$ cat config.mk
export PLATFORM = sky130hd
export DESIGN_NAME = fetch_unit_flat
export DESIGN_NICKNAME = d
export VERILOG_FILES = /design/src/rtl/fetch_unit_if.sv /design/src/rtl/fetch_unit.sv /design/src/flat_wrapper.sv
export SDC_FILE = /design/constraint.sdc
export NUM_CORES = 1
export LEC_CHECK = 0
export ABC_AREA = 1
export BUFFER_PORTS_ARGS = -buffer_cell sky130_fd_sc_hd__buf_4
export CORE_MARGIN = 2
export CORE_UTILIZATION = 25
export DETAILED_ROUTE_END_ITERATION = 16
export GPL_ROUTABILITY_DRIVEN = 0
export GPL_TIMING_DRIVEN = 0
export SETUP_SLACK_MARGIN = 0.2
export SKIP_LAST_GASP = 1
export SLEW_MARGIN = 30
export SYNTH_ARGS = -nofsm -noshare
export SYNTH_HDL_FRONTEND = slang
export SYNTH_SLANG_ARGS = --single-unit
$ cat constraint.sdc
create_clock -name ck -period 1 [get_ports ck]
set_input_delay 0.1 -clock ck [delete_from_list [all_inputs] [get_ports ck]]
set_output_delay 0.1 -clock ck [all_outputs]
set_load 0.01 [all_outputs]
$ cat src/rtl/fetch_unit_if.sv
// fetch_unit_if -- bundle of every signal between the fetch stage and its
// neighbours (instruction memory, decode).
//   master : the fetch_unit side (drives request, address, IR, pc, halted)
//   slave  : the environment side (memory ack/data, decode ready/next-PC)
// Widths are fixed at 8 bits, matching the fetch unit's DATA_W.
interface fetch_unit_if;
    // instruction memory request/acknowledge
    logic       imem_req;
    logic [7:0] imem_addr;
    logic       imem_ack;
    logic [7:0] imem_data;
    // decode valid/ready and latched instruction fields
    logic       ir_valid;
    logic       ir_ready;
    logic [2:0] ir_op;
    logic [4:0] ir_field;
    logic       ir_last_bit;
    // next-PC decision from decode, sampled on accept
    logic       pc_src;
    logic [7:0] jump_target;
    // status
    logic [7:0] pc;
    logic       halted;

    modport master (
        output imem_req, imem_addr, ir_valid, ir_op, ir_field, ir_last_bit, pc, halted,
        input  imem_ack, imem_data, ir_ready, pc_src, jump_target
    );

    modport slave (
        input  imem_req, imem_addr, ir_valid, ir_op, ir_field, ir_last_bit, pc, halted,
        output imem_ack, imem_data, ir_ready, pc_src, jump_target
    );
endinterface

$ cat src/rtl/fetch_unit.sv
// fetch_unit -- instruction fetch stage of the 8-bit processor.
// Holds the PC, fetches one word per request over imem_req/imem_ack, latches
// it into IR and offers it to decode over ir_valid/ir_ready. On accept the
// next PC is PC+1 (pc_src=1) or jump_target (pc_src=0).
// Ports:
//   ck  : clock, rising edge
//   rst : synchronous reset, active-high
//   fu  : fetch_unit_if.master (imem_*, ir_*, pc_src, jump_target, pc, halted)
// Parameters: DATA_W (fixed at 8), RESET_PC (PC after reset).
// Build option: define FETCH_HALT_DETECT_EN to stop fetching after the word
// 8'hFF has been accepted by decode (halted=1 until rst). Without it, 8'hFF is
// an ordinary instruction and halted stays 0.
module fetch_unit #(
    parameter int                DATA_W   = 8,
    parameter logic [DATA_W-1:0] RESET_PC = '0
) (
    input logic          ck,
    input logic          rst,
    fetch_unit_if.master fu
);

    typedef enum logic [1:0] {
        IDLE  = 2'd0,
        FETCH = 2'd1,
        ISSUE = 2'd2,
        HALT  = 2'd3
    } state_t;

    state_t            state;
    logic [DATA_W-1:0] pc_q;
    logic [DATA_W-1:0] ir_q;
    logic              req_q;
    logic              valid_q;
    logic              halted_q;

    logic              accept;
    logic              halt_word;
    logic [DATA_W-1:0] next_pc;

    // ir_valid is high exactly while in ISSUE, so the state alone qualifies ready.
    assign accept  = (state == ISSUE) && fu.ir_ready;
    // Modulo-2^DATA_W increment: FF wraps to 00.
    assign next_pc = fu.pc_src ? pc_q + DATA_W'(1) : fu.jump_target;

`ifdef FETCH_HALT_DETECT_EN
    assign halt_word = (ir_q == {DATA_W{1'b1}});
`else
    assign halt_word = 1'b0;
`endif

    always_ff @(posedge ck) begin
        // NOTE: all state here uses non-blocking assignments so every register
        // samples the pre-edge values, independent of statement order.
        if (rst) begin
            state    <= IDLE;
            pc_q     <= RESET_PC;
            // NOTE: IR is a single register, not a memory, so it is reset too;
            // decode sees 8'h00 rather than X while held in reset.
            ir_q     <= '0;
            req_q    <= 1'b0;
            valid_q  <= 1'b0;
            halted_q <= 1'b0;
        end else begin
            case (state)
                IDLE: begin
                    req_q <= 1'b1;
                    state <= FETCH;
                end
                FETCH: begin
                    // Request and address (pc_q) stay put until the ack arrives.
                    if (fu.imem_ack) begin
                        ir_q    <= fu.imem_data;
                        req_q   <= 1'b0;
                        valid_q <= 1'b1;
                        state   <= ISSUE;
                    end
                end
                ISSUE: begin
                    if (accept) begin
                        valid_q <= 1'b0;
                        if (halt_word) begin
                            // pc stays at the halt address.
                            halted_q <= 1'b1;
                            state    <= HALT;
                        end else begin
                            pc_q  <= next_pc;
                            req_q <= 1'b1;
                            state <= FETCH;
                        end
                    end
                end
                HALT: begin
                    // Only rst leaves this state.
                end
                default: state <= IDLE;
            endcase
        end
    end

    assign fu.imem_req    = req_q;
    assign fu.imem_addr   = pc_q;
    assign fu.ir_valid    = valid_q;
    assign fu.ir_op       = ir_q[7:5];
    assign fu.ir_field    = ir_q[4:0];
    assign fu.ir_last_bit = ir_q[0];
    assign fu.pc          = pc_q;
    assign fu.halted      = halted_q;

endmodule
$ cat src/flat_wrapper.sv
// flat-port wrapper written by rule: the top's interface ports become plain ports
module fetch_unit_flat 
#(
    parameter int                DATA_W   = 8,
    parameter logic [DATA_W-1:0] RESET_PC = '0
)
  (ck, rst, fu_imem_req, fu_imem_addr, fu_ir_valid, fu_ir_op, fu_ir_field, fu_ir_last_bit, fu_pc, fu_halted, fu_imem_ack, fu_imem_data, fu_ir_ready, fu_pc_src, fu_jump_target);
  fetch_unit_if fu_i ();
  input logic ck;
  input logic rst;
  output wire logic [$bits(fu_i.imem_req)-1:0] fu_imem_req;
  output wire logic [$bits(fu_i.imem_addr)-1:0] fu_imem_addr;
  output wire logic [$bits(fu_i.ir_valid)-1:0] fu_ir_valid;
  output wire logic [$bits(fu_i.ir_op)-1:0] fu_ir_op;
  output wire logic [$bits(fu_i.ir_field)-1:0] fu_ir_field;
  output wire logic [$bits(fu_i.ir_last_bit)-1:0] fu_ir_last_bit;
  output wire logic [$bits(fu_i.pc)-1:0] fu_pc;
  output wire logic [$bits(fu_i.halted)-1:0] fu_halted;
  input wire logic [$bits(fu_i.imem_ack)-1:0] fu_imem_ack;
  input wire logic [$bits(fu_i.imem_data)-1:0] fu_imem_data;
  input wire logic [$bits(fu_i.ir_ready)-1:0] fu_ir_ready;
  input wire logic [$bits(fu_i.pc_src)-1:0] fu_pc_src;
  input wire logic [$bits(fu_i.jump_target)-1:0] fu_jump_target;
  assign fu_imem_req = fu_i.imem_req;
  assign fu_imem_addr = fu_i.imem_addr;
  assign fu_ir_valid = fu_i.ir_valid;
  assign fu_ir_op = fu_i.ir_op;
  assign fu_ir_field = fu_i.ir_field;
  assign fu_ir_last_bit = fu_i.ir_last_bit;
  assign fu_pc = fu_i.pc;
  assign fu_halted = fu_i.halted;
  assign fu_i.imem_ack = fu_imem_ack;
  assign fu_i.imem_data = fu_imem_data;
  assign fu_i.ir_ready = fu_ir_ready;
  assign fu_i.pc_src = fu_pc_src;
  assign fu_i.jump_target = fu_jump_target;
  fetch_unit #(.DATA_W(DATA_W), .RESET_PC(RESET_PC)) u_core (.ck(ck), .rst(rst), .fu(fu_i));
endmodule
==> Word-level counts from Yosys, hierarchy flattened <==
Index checks and enable logic that the tools add are counted.
{ "word_totals": {"out_inout_bits": 28, "wordCells": 28, "inputBits": 21, "regBits": 20} }
{ "classes": {"muxes": 10, "n_addsub": 1, "n_reduce_logical": 8, "n_eq_ne": 4} }
{ "ops": {"columns": ["cell", "count"], "rows": [
  ["8-bit by 1-bit adder with 8-bit output, second input constant", 1],
  ["8-bit 2-to-1 mux", 1],
  ["2-bit one-hot mux with 3 select lines", 1],
  ["3-bit AND reduction", 2],
  ["1-bit 2-to-1 mux", 4],
  ["2-bit 2-to-1 mux", 2],
  ["2-bit AND reduction", 2],
  ["1-bit one-hot mux with 3 select lines", 1],
  ["3-bit nonzero test", 1],
  ["2-bit by 1-bit equality test with 1-bit output, second input constant", 1],
  ["2-bit equality test, second input constant", 1],
  ["2-bit logical NOT", 1],
  ["2-bit by 1-bit inequality test with 1-bit output, second input constant", 1],
  ["2-bit inequality test, second input constant", 1],
  ["1-bit one-hot mux with 2 select lines", 1],
  ["2-bit nonzero test", 1],
  ["1-bit logical AND", 1]
]} }

==> Depth between registers and ports, before layout <==
{ "logic_depth": {"ltp_word": 4, "depth_mapped": 8} }

==> Least setup slack after synthesis <==
No wires, ideal clock.
{ "synth_path": {"path_type": "flip-flop to flip-flop", "startpoint": "register u_core.pc_q[1], in the netlist u_core.fu.imem_addr[1]", "endpoint": "register u_core.pc_q[4], in the netlist u_core.fu.imem_addr[4]", "path_buffers": 0, "path_slack_ps": -175, "path_stages_with_launch": 7, "required_ps": 879, "period_less_slack_ps": 1175, "arrival_time_ps": 1054, "path_cell_list": "dfxtp_1 -> ha_1 -> nand2_1 -> o21ai_0 -> nand3_1 -> nand2_1 -> o21ai_0"} }
{ "synth_via": {"elab_chain_cells": 2} }
{ "synth_rtl": {"columns": ["item", "line", "text"], "rows": [
  ["from (decl)", "fetch_unit.sv:30", "logic [DATA_W-1:0] pc_q;"],
  ["from (signal assigned)", "fetch_unit.sv:86", "pc_q <= next_pc;"],
  ["8-bit by 1-bit adder with 8-bit output", "fetch_unit.sv:43", "assign next_pc = fu.pc_src ? pc_q + DATA_W'(1) : fu.jump_target;"],
  ["8-bit 2-to-1 mux", "fetch_unit.sv:43", null]
]} }
No other way between the ends.
A chain may end at the register's enable or synchronous reset.

==> Worst setup path after layout <==
{ "layout_path": {"startpoint": "register u_core.pc_q[1], in the netlist u_core.fu.imem_addr[1]", "endpoint": "register u_core.pc_q[2], in the netlist u_core.fu.imem_addr[2]"} }
Same word-level chain as after synthesis.

==> results by group <==
Floorplanning
  • Die extent in y: ~66 um
  • Core area: 3690 sq um
  • Die X: ~66 um
  • Placement row count: 22
  • Die area: around 4400 sq um
  • Number of I/O pins: approximately 50
  • Initial standard-cell utilization of the core: roughly a quarter

Critical path
  • WS Path Type: register to register
  • Flop-to-flop setup slack: -0.08 ns
  • Reg-to-reg startpoint: u_core.fu.imem_addr[1]$_SDFFE_PP0P_
  • Worst path slowest cell: sky130_fd_sc_hd__dfxtp_4
  • Type of element launching the critical path: register
  • Maximum fanout encountered on the critical timing path: 4
  • Data arrival at the endpoint of the critical path: between 1 and 1.5 ns
  • R2r endpoint: u_core.fu.imem_addr[2]$_SDFFE_PP0P_
  • Critical Path Sink Type: register
  • Required time at the worst-slack endpoint: 1.16 ns
  • Logic depth of the worst register-to-register path: 4
  • Cell-by-cell trace of the critical path: ha_4 -> or2_4 -> a21oi_2 -> o21ai_1
  • Crit-path max cell delay: between 0.3 and 0.4 ns

Synthesis
  • Proportion of synthesized chip area in sequential cells: between 30% and 40%
  • Synth cell count leaders: 32 x sky130_fd_sc_hd__nor2_1, 27 x sky130_fd_sc_hd__nand2_1, 19 x sky130_fd_sc_hd__dfxtp_1
  • Seq cells post-synth: 19
  • Post-synth ARST share: 0%
  • Average size of a mapped cell: about 6.7 sq um
  • Top area cells in the synthesized netlist: sky130_fd_sc_hd__dfxtp_1 39%, sky130_fd_sc_hd__nor2_1 12%, sky130_fd_sc_hd__nand2_1 10%
  • Syn nets: 166
  • EDFF count, synth: 0
  • Share of the synthesized area in the top cell type: around two fifths
  • Netlist cell types: 17
  • Number of cells produced by synthesis: approximately 140
  • Cell type with the highest aggregate area in the netlist: sky130_fd_sc_hd__dfxtp_1
  • Top flip-flop cell by instance count after synthesis: sky130_fd_sc_hd__dfxtp_1
  • YS warnings: 0
  • Most common cell in the netlist: sky130_fd_sc_hd__nor2_1
  • Combined area of all synthesized cells: slightly below 1000 sq um

Cells and area
  • Post-route cell area: 1810 sq um
  • Net total in the final layout: approximately 230
  • Fraction of final layout cells with drive strength greater than 1: between 50 and 60%
  • Ant diodes: 0
  • Number of fill cells: approximately 360
  • Layout-stage area growth over the synthesis result: 87.6%
  • Finished Core Util: roughly 49%

Route
  • Count of routing violations after the opening detailed-route iteration: 21
  • Final wirelength: approximately 2.7 mm
  • Vias per std cell: between 4 and 5
  • Vias: 1103
  • Post-DR wirelength/cell: roughly 11 um
  • Count of unresolved DRC violations after routing: 0
  • Antenna viol nets, final: 0
  • First drt pass iteration count: 4

Run
  • Max-cap violations: 0

Hold path
  • Worst hold stages: 3
  • Class of the worst hold path: primary input to register
  • Worst min-delay path endpoint: u_core.ir_q[0]$_SDFFE_PP0P_
  • Hold path startpoint: fu_imem_data[0]

Timing
  • Highest clock rate: about 930 MHz
  • RSZ-0062 raised after global routing: yes
  • Hold_ws: slightly below 0.04 ns
  • Setup-failing EPs final: 6
  • Post-route worst setup slack: -0.0800 ns
  • Worst Clk Skew: 0.00768 ns
  • Final hold vios: 0
  • Min cycle time layout: 1.08 ns
  • Max Slew Vio Count: 0
  • Post-route fraction of the period consumed by the critical path: 108%

Global routing
  • Number of antenna violations at the first check in global routing: 0
  • GRT Residual Overflow: 0
  • Number of global-route vias before repair: 998
  • Pin count of the biggest net entering global routing: 13
  • Global routing usage summed across all routing layers: a little over an eighth
  • Global-route wire length before repair: between 4 and 5 mm

Clock tree
  • Clock input transition at the sequential cells of the worst setup and hold paths: ~0.08 ns
  • CTS tree: yes
  • Clock Latency Late Sink: 0.27 ns
  • Buffer depth of the longest clock path: 2
  • CTS root buffer: sky130_fd_sc_hd__clkbuf_8
  • Depth of the CTS H-tree: 1
  • Sinks on Clock Net: 19
  • TritonCTS buffer count: 3
  • Number of buffers inserted for hold repair after clock tree synthesis: 0

Placed design
  • Number of buffer cells added on primary ports: 47
  • DP Area: between 1000 and 1500 sq um
  • HPWL reported at the end of detailed placement: roughly 1.9 mm

Status
  • Violated checks: negative setup slack
  • Run status: complete, but fails checks

Power and ir drop
  • Static leakage: 0.859 nW
  • Total power density per cell area: 1000 nW/um^2
  • Max VDD drop: between 0.4 and 0.5 mV
[report_power, final]
group | switching [mW] | internal, mW | leakage (nW)
Sequential | 0.0462 | 0.789 | 0.166
Combinational | 0.171 | 0.237 | 0.667
Clock | 0.292 | 0.284 | 0.0260
[routing by layer]
metal	wire length (um)	GRT usage, %	up-vias
met5	0	0	-
met4	42	5.87	0
met3	64	2.39	4
met2	1350	22.6	19
met1	1280	15.6	505
li1	-	-	575
[cells by family after synthesis]
group / Yosys count / synth area share [%]
other: 1 / 0.388
buffers and inverters: 26 / 14.6
adder cells (fa/ha/maj): 1 / 1.29
flip-flops: 19 / 39.3
multiplexers: 1 / 1.03
AO/OA/AOI/OAI: 19 / 9.83
AND/OR/NAND/NOR: 77 / 33.5
[worst max-delay path: cells and delay by family (launching register included)]
family / cells / cell delay [ns]
adder cells (fa/ha/maj): 1 / 0.17
flip-flops: 1 / 0.37
AND/OR/NAND/NOR: 1 / 0.24
AO/OA/AOI/OAI: 2 / 0.20
[worst max path at each step]
| stage | from | to | slack, ns | cells after the start |
|---|---|---|---|---|
| floorplan | u_core.fu.imem_addr[1]$_SDFFE_PP0P_ | u_core.fu.imem_addr[2]$_SDFFE_PP0P_ | -0.04 | 4 |
| global placement | u_core.fu.imem_addr[1]$_SDFFE_PP0P_ | u_core.fu.imem_addr[6]$_SDFFE_PP0P_ | -0.09 | 8 |
| detailed placement | u_core.fu.imem_addr[1]$_SDFFE_PP0P_ | u_core.fu.imem_addr[6]$_SDFFE_PP0P_ | -0.09 | 8 |
| CTS | u_core.fu.imem_addr[0]$_SDFFE_PP0P_ | u_core.fu.imem_addr[6]$_SDFFE_PP0P_ | -0.05 | 8 |
| global route | u_core.fu.imem_addr[1]$_SDFFE_PP0P_ | u_core.fu.imem_addr[2]$_SDFFE_PP0P_ | -0.13 | 4 |
| finish | u_core.fu.imem_addr[1]$_SDFFE_PP0P_ | u_core.fu.imem_addr[2]$_SDFFE_PP0P_ | -0.08 | 4 |
[final cells by class]
type	instances	area [sq um]	area share (%)
plain buffers	13	129	7.10
clock buffers	3	41.3	2.28
clock inverters	1	6.26	0.345
inverters	13	58.8	3.24
multi-input cells	99	528	29.1
flip-flops and latches	19	427	23.5
well taps	48	60.1	3.31
repair buffers	60	564	31.1
[metrics by stage]
step,power (mW),setup TNS [ns],setup WS [ns],std cells
2_1_floorplan,1.00,-0.0801,-0.0416,144
3_3_place_gp,1.16,-0.202,-0.0936,239
3_5_place_dp,1.16,-0.200,-0.0940,239
4_1_cts,1.79,-0.128,-0.0495,251
5_1_grt,1.91,-0.851,-0.129,256
6_report,1.82,-0.269,-0.0800,256
[sequential cells by signal, summed over array words and instances, names as in the netlist]
register             cells
u_core.ir_q              8
u_core.fu.imem_addr      8
u_core.fu.ir_valid       1
u_core.state             2
[what timing repair did]
| item | in CTS | in global routing |
|---|---|---|
| pin swaps | 11 | 7 |
| resized for setup | 49 | 18 |
| gates cloned | 1 | 0 |
| buffers inserted | 7 | 5 |
| setup endpoints to repair | 46 | 46 |
[cell usage in the layout, fill, tap and decap left out]
cell type,n
sky130_fd_sc_hd__o21ai_2,1
sky130_fd_sc_hd__nand3_1,11
sky130_fd_sc_hd__nor2_2,2
sky130_fd_sc_hd__nor2_1,29
sky130_fd_sc_hd__nand2_2,1
sky130_fd_sc_hd__nand3_4,1
sky130_fd_sc_hd__or2_4,1
sky130_fd_sc_hd__nand4_1,1
sky130_fd_sc_hd__o21ai_1,13
sky130_fd_sc_hd__or2_2,1
sky130_fd_sc_hd__nand2_4,4
sky130_fd_sc_hd__buf_4,35
sky130_fd_sc_hd__conb_1,1
sky130_fd_sc_hd__a21oi_2,1
sky130_fd_sc_hd__clkbuf_8,3
sky130_fd_sc_hd__dfxtp_4,9
sky130_fd_sc_hd__buf_6,36
sky130_fd_sc_hd__mux2i_1,1
sky130_fd_sc_hd__o21ai_0,3
sky130_fd_sc_hd__nor2_4,3
sky130_fd_sc_hd__buf_12,1
sky130_fd_sc_hd__inv_4,5
sky130_fd_sc_hd__a21oi_1,1
sky130_fd_sc_hd__ha_4,1
sky130_fd_sc_hd__inv_1,9
sky130_fd_sc_hd__dfxtp_2,10
sky130_fd_sc_hd__nand2_1,23
sky130_fd_sc_hd__buf_2,1
(Power assumes the default switching activity.)
